`src/rtl/spi_target_pkg.sv`:
```
// Shared definitions for the SPI mode-0 target: register map, status bit
// positions and the frame FSM states.
package spi_target_pkg;

    localparam logic [1:0] REG_DATA   = 2'd0;
    localparam logic [1:0] REG_STATUS = 2'd1;

    localparam int STAT_RX_VALID = 0;
    localparam int STAT_TX_EMPTY = 1;
    localparam int STAT_OVERRUN  = 2;
    localparam int STAT_BUSY     = 3;

    typedef enum logic {
        ST_IDLE  = 1'b0,
        ST_SHIFT = 1'b1
    } spiState_e;

endpackage

```
`src/rtl/spi_pin_sync.sv`:
```
// Synchronizes one asynchronous SPI pin into the clk domain and flags its
// rising and falling edges as single-cycle pulses.
module spi_pin_sync #(
    parameter int   STAGES    = 2,
    parameter logic RESET_VAL = 1'b0
) (
    input  logic clk_i,
    input  logic reset_i,
    input  logic pin_i,
    output logic level_o,
    output logic rise_o,
    output logic fall_o
);

    logic [STAGES-1:0] chain_q;
    logic              prev_q;

    always_ff @(posedge clk_i or posedge reset_i) begin
        if (reset_i) begin
            chain_q <= {STAGES{RESET_VAL}};
            prev_q  <= RESET_VAL;
        end else begin
            chain_q <= {chain_q[STAGES-2:0], pin_i};
            prev_q  <= chain_q[STAGES-1];
        end
    end

    assign level_o = chain_q[STAGES-1];
    assign rise_o  = level_o & ~prev_q;
    assign fall_o  = ~level_o & prev_q;

endmodule

```
`src/rtl/spi_target.sv`:
```
// SPI mode-0 target with a peripheral-bus register interface: one TX holding
// byte, one RX byte, all SPI pins sampled in the system clock domain.
module spi_target
    import spi_target_pkg::*;
#(
    parameter int         SYNC_STAGES = 2,
    parameter logic [7:0] FILL_BYTE   = 8'hFF
) (
    input  logic        clk_i,
    input  logic        reset_i,
    input  logic        valid_i,
    output logic        ready_o,
    input  logic [31:0] addr_i,
    input  logic [3:0]  wstrb_i,
    input  logic [31:0] wdata_i,
    output logic [31:0] rdata_o,
    input  logic        sclk_i,
    input  logic        ss_n_i,
    input  logic        mosi_i,
    output logic        miso_o,
    output logic        irq_o
);

    logic sclkLevel, sclkRise, sclkFall;
    logic ssLevel, ssRise, ssFall;
    logic [SYNC_STAGES-1:0] mosiChain_q;
    logic mosiSync;

    spiState_e  state_q, state_d;
    logic [7:0] txHold_q, txHold_d;
    logic       txEmpty_q, txEmpty_d;
    logic [7:0] txShift_q, txShift_d;
    logic [6:0] rxShift_q, rxShift_d;
    logic [7:0] rxData_q, rxData_d;
    logic       rxValid_q, rxValid_d;
    logic       overrun_q, overrun_d;
    logic [2:0] bitCnt_q, bitCnt_d;
    logic       ready_q, ready_d;

    logic        busRead, busWrite;
    logic [1:0]  regSel;
    logic [7:0]  nextTx;
    logic [31:0] statusWord;
    logic [31:0] readMux;
    logic        unusedBits;

    // ss_n idles high so the target comes out of reset deselected and not busy
    spi_pin_sync #(.STAGES(SYNC_STAGES), .RESET_VAL(1'b0)) u_sclkSync (
        .clk_i   (clk_i),
        .reset_i (reset_i),
        .pin_i   (sclk_i),
        .level_o (sclkLevel),
        .rise_o  (sclkRise),
        .fall_o  (sclkFall)
    );

    spi_pin_sync #(.STAGES(SYNC_STAGES), .RESET_VAL(1'b1)) u_ssSync (
        .clk_i   (clk_i),
        .reset_i (reset_i),
        .pin_i   (ss_n_i),
        .level_o (ssLevel),
        .rise_o  (ssRise),
        .fall_o  (ssFall)
    );

    always_ff @(posedge clk_i or posedge reset_i) begin
        if (reset_i) begin
            mosiChain_q <= '0;
        end else begin
            mosiChain_q <= {mosiChain_q[SYNC_STAGES-2:0], mosi_i};
        end
    end

    assign mosiSync   = mosiChain_q[SYNC_STAGES-1];
    assign regSel     = addr_i[3:2];
    assign busRead    = valid_i & ready_q & ~(|wstrb_i);
    assign busWrite   = valid_i & ready_q & (|wstrb_i);
    assign nextTx     = txEmpty_q ? FILL_BYTE : txHold_q;
    assign statusWord = {28'b0, ~ssLevel, overrun_q, txEmpty_q, rxValid_q};
    assign unusedBits = ^{addr_i[31:4], addr_i[1:0], wdata_i[31:8]};

    always_comb begin
        readMux = '0;
        case (regSel)
            REG_DATA:   readMux = {24'b0, rxData_q};
            REG_STATUS: readMux = statusWord;
            default:    readMux = '0;
        endcase
    end

    // Ordering matters: bus clears come first so a same-cycle byte completion
    // or overrun wins, and the TX write comes last so it lands after a reload.
    always_comb begin
        state_d   = state_q;
        txHold_d  = txHold_q;
        txEmpty_d = txEmpty_q;
        txShift_d = txShift_q;
        rxShift_d = rxShift_q;
        rxData_d  = rxData_q;
        rxValid_d = rxValid_q;
        overrun_d = overrun_q;
        bitCnt_d  = bitCnt_q;
        ready_d   = valid_i & ~ready_q;

        if (busRead && regSel == REG_DATA) begin
            rxValid_d = 1'b0;
        end
        if (busWrite && regSel == REG_STATUS && wdata_i[STAT_OVERRUN]) begin
            overrun_d = 1'b0;
        end

        if (ssRise) begin
            state_d  = ST_IDLE;
            bitCnt_d = 3'd0;
        end else begin
            case (state_q)
                ST_IDLE: begin
                    if (ssFall) begin
                        txShift_d = nextTx;
                        txEmpty_d = 1'b1;
                        bitCnt_d  = 3'd0;
                        state_d   = ST_SHIFT;
                    end
                end
                ST_SHIFT: begin
                    if (sclkRise) begin
                        rxShift_d = {rxShift_q[5:0], mosiSync};
                        bitCnt_d  = bitCnt_q + 3'd1;
                        if (bitCnt_q == 3'd7) begin
                            if (!rxValid_q || (busRead && regSel == REG_DATA)) begin
                                rxData_d  = {rxShift_q, mosiSync};
                                rxValid_d = 1'b1;
                            end else begin
                                overrun_d = 1'b1;
                            end
                        end
                    end else if (sclkFall) begin
                        if (bitCnt_q == 3'd0) begin
                            txShift_d = nextTx;
                            txEmpty_d = 1'b1;
                        end else begin
                            txShift_d = {txShift_q[6:0], 1'b0};
                        end
                    end
                end
                default: state_d = ST_IDLE;
            endcase
        end

        if (busWrite && regSel == REG_DATA) begin
            txHold_d  = wdata_i[7:0];
            txEmpty_d = 1'b0;
        end
    end

    always_ff @(posedge clk_i or posedge reset_i) begin
        if (reset_i) begin
            state_q   <= ST_IDLE;
            txHold_q  <= 8'h00;
            txEmpty_q <= 1'b1;
            txShift_q <= 8'h00;
            rxShift_q <= 7'h00;
            rxData_q  <= 8'h00;
            rxValid_q <= 1'b0;
            overrun_q <= 1'b0;
            bitCnt_q  <= 3'd0;
            ready_q   <= 1'b0;
        end else begin
            state_q   <= state_d;
            txHold_q  <= txHold_d;
            txEmpty_q <= txEmpty_d;
            txShift_q <= txShift_d;
            rxShift_q <= rxShift_d;
            rxData_q  <= rxData_d;
            rxValid_q <= rxValid_d;
            overrun_q <= overrun_d;
            bitCnt_q  <= bitCnt_d;
            ready_q   <= ready_d;
        end
    end

    assign ready_o = ready_q;
    assign rdata_o = ready_q ? readMux : 32'h0;
    assign miso_o  = (state_q == ST_SHIFT) ? txShift_q[7] : 1'b0;
    assign irq_o   = rxValid_q | overrun_q;

endmodule
```
`config.mk`:
```
export PLATFORM = sky130hd
export DESIGN_NAME = spi_target
export DESIGN_NICKNAME = d
export VERILOG_FILES = /design/src/rtl/spi_target_pkg.sv /design/src/rtl/spi_pin_sync.sv /design/src/rtl/spi_target.sv
export SDC_FILE = /design/constraint.sdc
export NUM_CORES = 1
export LEC_CHECK = 0
export ABC_CLOCK_PERIOD_IN_PS = 2400
export CELL_PAD_IN_SITES_DETAIL_PLACEMENT = 0
export CELL_PAD_IN_SITES_GLOBAL_PLACEMENT = 1
export CORE_MARGIN = 2
export CORE_UTILIZATION = 30
export DETAILED_ROUTE_END_ITERATION = 8
export MAX_ROUTING_LAYER = met4
export PLACE_DENSITY_LB_ADDON = 0.1
export SLEW_MARGIN = 10
export SYNTH_ARGS = -nofsm -noshare
export SYNTH_HDL_FRONTEND = slang
export SYNTH_SLANG_ARGS = --single-unit
```
`constraint.sdc`:
```
create_clock -name clk_i -period 2.4 [get_ports clk_i]
set_input_delay 0.48 -clock clk_i [delete_from_list [all_inputs] [get_ports clk_i]]
set_output_delay 0.48 -clock clk_i [all_outputs]
set_load 0.01 [all_outputs]
```
==> summary.txt <==
Synthesis
  – Synth unique cells: 32
  – Syn avg cell area: about 12 µm²
  – Synth Cell Area: about 2200 µm²
  – Seq/Total Area, Yosys: around 54%
  – Synth Instances: 180
  – Synthesized flop and latch total: 47
  – Yosys Warn Count: 0

Global route
  – Global-route wire length before repair: between 6 and 7 mm
  – GRT Util Overall: between 10% and 20%
  – Initial antenna violation count: 0
  – GR Overflow Total: 0
  – Vias in the first global route: 1,365
  – Largest net degree at the start of global routing: 48

Finish
  – Commonest non-fill, non-tap cell in the layout: dfrtp_1
  – Syn-to-layout area delta: 21.7%
  – Antenna cells: 0
  – Share of cells above drive strength 1: approximately 27%
  – Commonest non-fill, non-tap cells in the layout: 43 x dfrtp_1, 25 x mux2_2, 24 x conb_1
  – Multi-input logic area: 863 µm²
  – Final core occ: 37.3%
  – FF/Latch Area: around 1200 µm²
  – Fin nets: between 200 and 300
  – Fill cells: 720

Run
  – Max_cap viols: 0

Floorplan
  – Chip width: ~90 µm
  – I/O pin cnt: 109
  – Placement row count: 31
  – Die ar.: 8030 µm²
  – Die H: between 80 and 90 µm
  – Initial Util: 30.7%
  – Core footprint: 7180 µm²

Critical path
  – CP Max Fanout: 5
  – Reg2Reg Setup Slack: 0.18 ns
  – Slowest library cell on the worst path: clkdlybuf4s50_1
  – Arr. time, crit path: 1.79 ns
  – Crit path cell chain: clkdlybuf4s50_1, and3b_2, a22o_2, dlygate4sd2_1
  – WP data required: 1.92 ns
  – CP endpoint kind: output pin
  – Startpoint type of the worst setup path: input port
  – Slowest stage delay, CP: 0.53 ns
  – Worst Setup Path Type: in2out

Clock tree
  – Clock Latency Late Sink: 0.29 ns
  – Root Buffer Master: clkbuf_8
  – Number of buffers created by CTS: 5
  – TritonCTS clock tree: yes
  – Max H-tree Level: 2
  – Maximum buffer depth of the clock tree: 2
  – Hold buffer count at CTS: 0
  – Reg clk slew, reported paths: approximately 0.080 ns
  – Clock sinks: 47

STA
  – Worst slew margin: 59.8%
  – Tmin final: 2.27 ns
  – Pins Over Slew Limit: 0
  – RSZ-0062 raised after global routing: no
  – Endpoints failing setup: 0
  – Clk_skew: 0.00699 ns
  – Endpoints failing hold: 0
  – TNS Setup: 0 ns
  – Highest clock rate: 440 MHz
  – Slew @ Worst Pin: 0.604 ns
  – Min Hold Slack: 0.353 ns
  – Final Cycle Share: 94.6%

Power
  – Pwr per Cell Area: 673 nW/µm²
  – VDD IR max: approximately 0.31 mV
  – Final Power: approximately 1.8 mW
  – Leakage: between 1 and 1.5 nW

Detailed routing
  – Via/cell ratio: 4.20
  – Total number of vias: 1,340
  – Detailed Route Iter0 Violations: between 50 and 60
  – Antenna-violating nets left: 0
  – Drt drc: 0
  – DR pass1 iterations: 4
  – Drt wl/cell: 12.3 µm
  – Final WL: 3.94 mm

Run status
  – Status: finished clean

Worst hold path
  – Hold Path Class: reg2reg

Placement
  – Buffers on Ports: 30
  – Final HPWL DP: 2.85 mm
  – Gp weighted congestion: 0.674
flip-flops by register name, indices dropped and copies added, names as in the netlist, 2 cells and up:
name	flops
rxShift_q	7
u_sclkSync.chain_q	2
txHold_q	8
u_ssSync.chain_q	2
bitCnt_q	3
mosiChain_q	2
txShift_q	8
rxData_q	8
cell type report:
cell class / count / area share, %
inverter: 10 / 1.40
clock inverter: 1 / 0.187
timing repair buffer: 37 / 14.2
sequential: 47 / 44.1
tap: 99 / 4.63
multi-input combinational: 118 / 32.2
clock buffer: 7 / 3.22
synth_stat cells:
cell type  number  area share (%)
buf_6           1            0.51
nor4bb_1        1            0.46
or2_2           1            0.28
ha_1            5             2.8
and3b_2         1            0.46
buf_2           1            0.23
mux2_2         25              13
a22o_1          2            0.80
a22o_2          4             1.8
clkbuf_1        1            0.17
nor3_1          7             1.6
a31o_2          1            0.40
nor2b_1         1            0.28
buf_4          24             8.2
o21ai_0         3            0.68
and2_2          4             1.4
a21oi_1         1            0.23
o31ai_1         8             2.7
o21ba_2         2            0.91
o21ai_1         2            0.46
and2_1          1            0.28
o21a_1          1            0.34
buf_1           1            0.17
dfstp_2         4             4.8
conb_1          1            0.17
nor3b_4         2             1.7
dfrtp_1        43              49
inv_1          10             1.7
nor4_4          1            0.97
nand2_1        11             1.9
nor2_1          9             1.5
and2b_1         1            0.34
what timing repair did:
| item | in CTS | in global routing |
|---|---|---|
| gates resized for setup | 8 | 0 |
| setup buffers | 0 | 0 |
| endpoints found under the setup margin | 8 | 0 |
where the power goes:
group / switching, mW / leakage [nW] / internal, mW
Clock: 0.244 / 0.0482 / 0.233
Sequential: 0.0896 / 0.580 / 0.936
Combinational: 0.134 / 0.643 / 0.166
Total: 0.468 / 1.27 / 1.33
metrics by stage:
stage	setup slack, ns	std cells	area, µm²
CTS	0.116	319	2680
global placement	-0.106	311	2600
floorplan	0.493	203	2290
finish	0.130	319	2680
global route	0.0184	319	2680
detailed placement	-0.112	311	2600
critical path: cells and delay by family:
family | cells | cell delay (ns)
buf+inv | 2 | 0.81
simple gates | 1 | 0.27
compound gates | 1 | 0.23
routing by layer:
metal / global-route usage (%) / wire length, µm / vias up
met1: 13.6 / 1730 / 666
met2: 18.2 / 2030 / 29
met3: 2.74 / 138 / 5
met4: 2.85 / 32 / 0
met5: - / 0 / -
li1: - / - / 640
cell families after synthesis:
logic type                 Yosys count  synth area share (%)
adders and majority gates            5                  2.84
AOI/OAI and AO/OA                   24                  8.36
buffers and inverters               38                  11.0
muxes                               25                  12.8
DFF                                 47                  53.7
and+or+nand+nor                     40                  11.1
other                                1                 0.170
path summary, 6_finish.rpt:
check                                      from             end  cells after the start
worst min register to register   mosiChain_q[0]  mosiChain_q[1]                      0
min in group asynchronous               reset_i         ready_o                      3
worst max register to register  u_ssSync.prev_q     rxData_q[7]                      7
worst max-delay path                  addr_i[3]      rdata_o[3]                      4
worst min-delay path             mosiChain_q[0]  mosiChain_q[1]                      0
max in group asynchronous               reset_i    rxShift_q[6]                      3
Note: power is estimated with default switching activity, not from simulation.
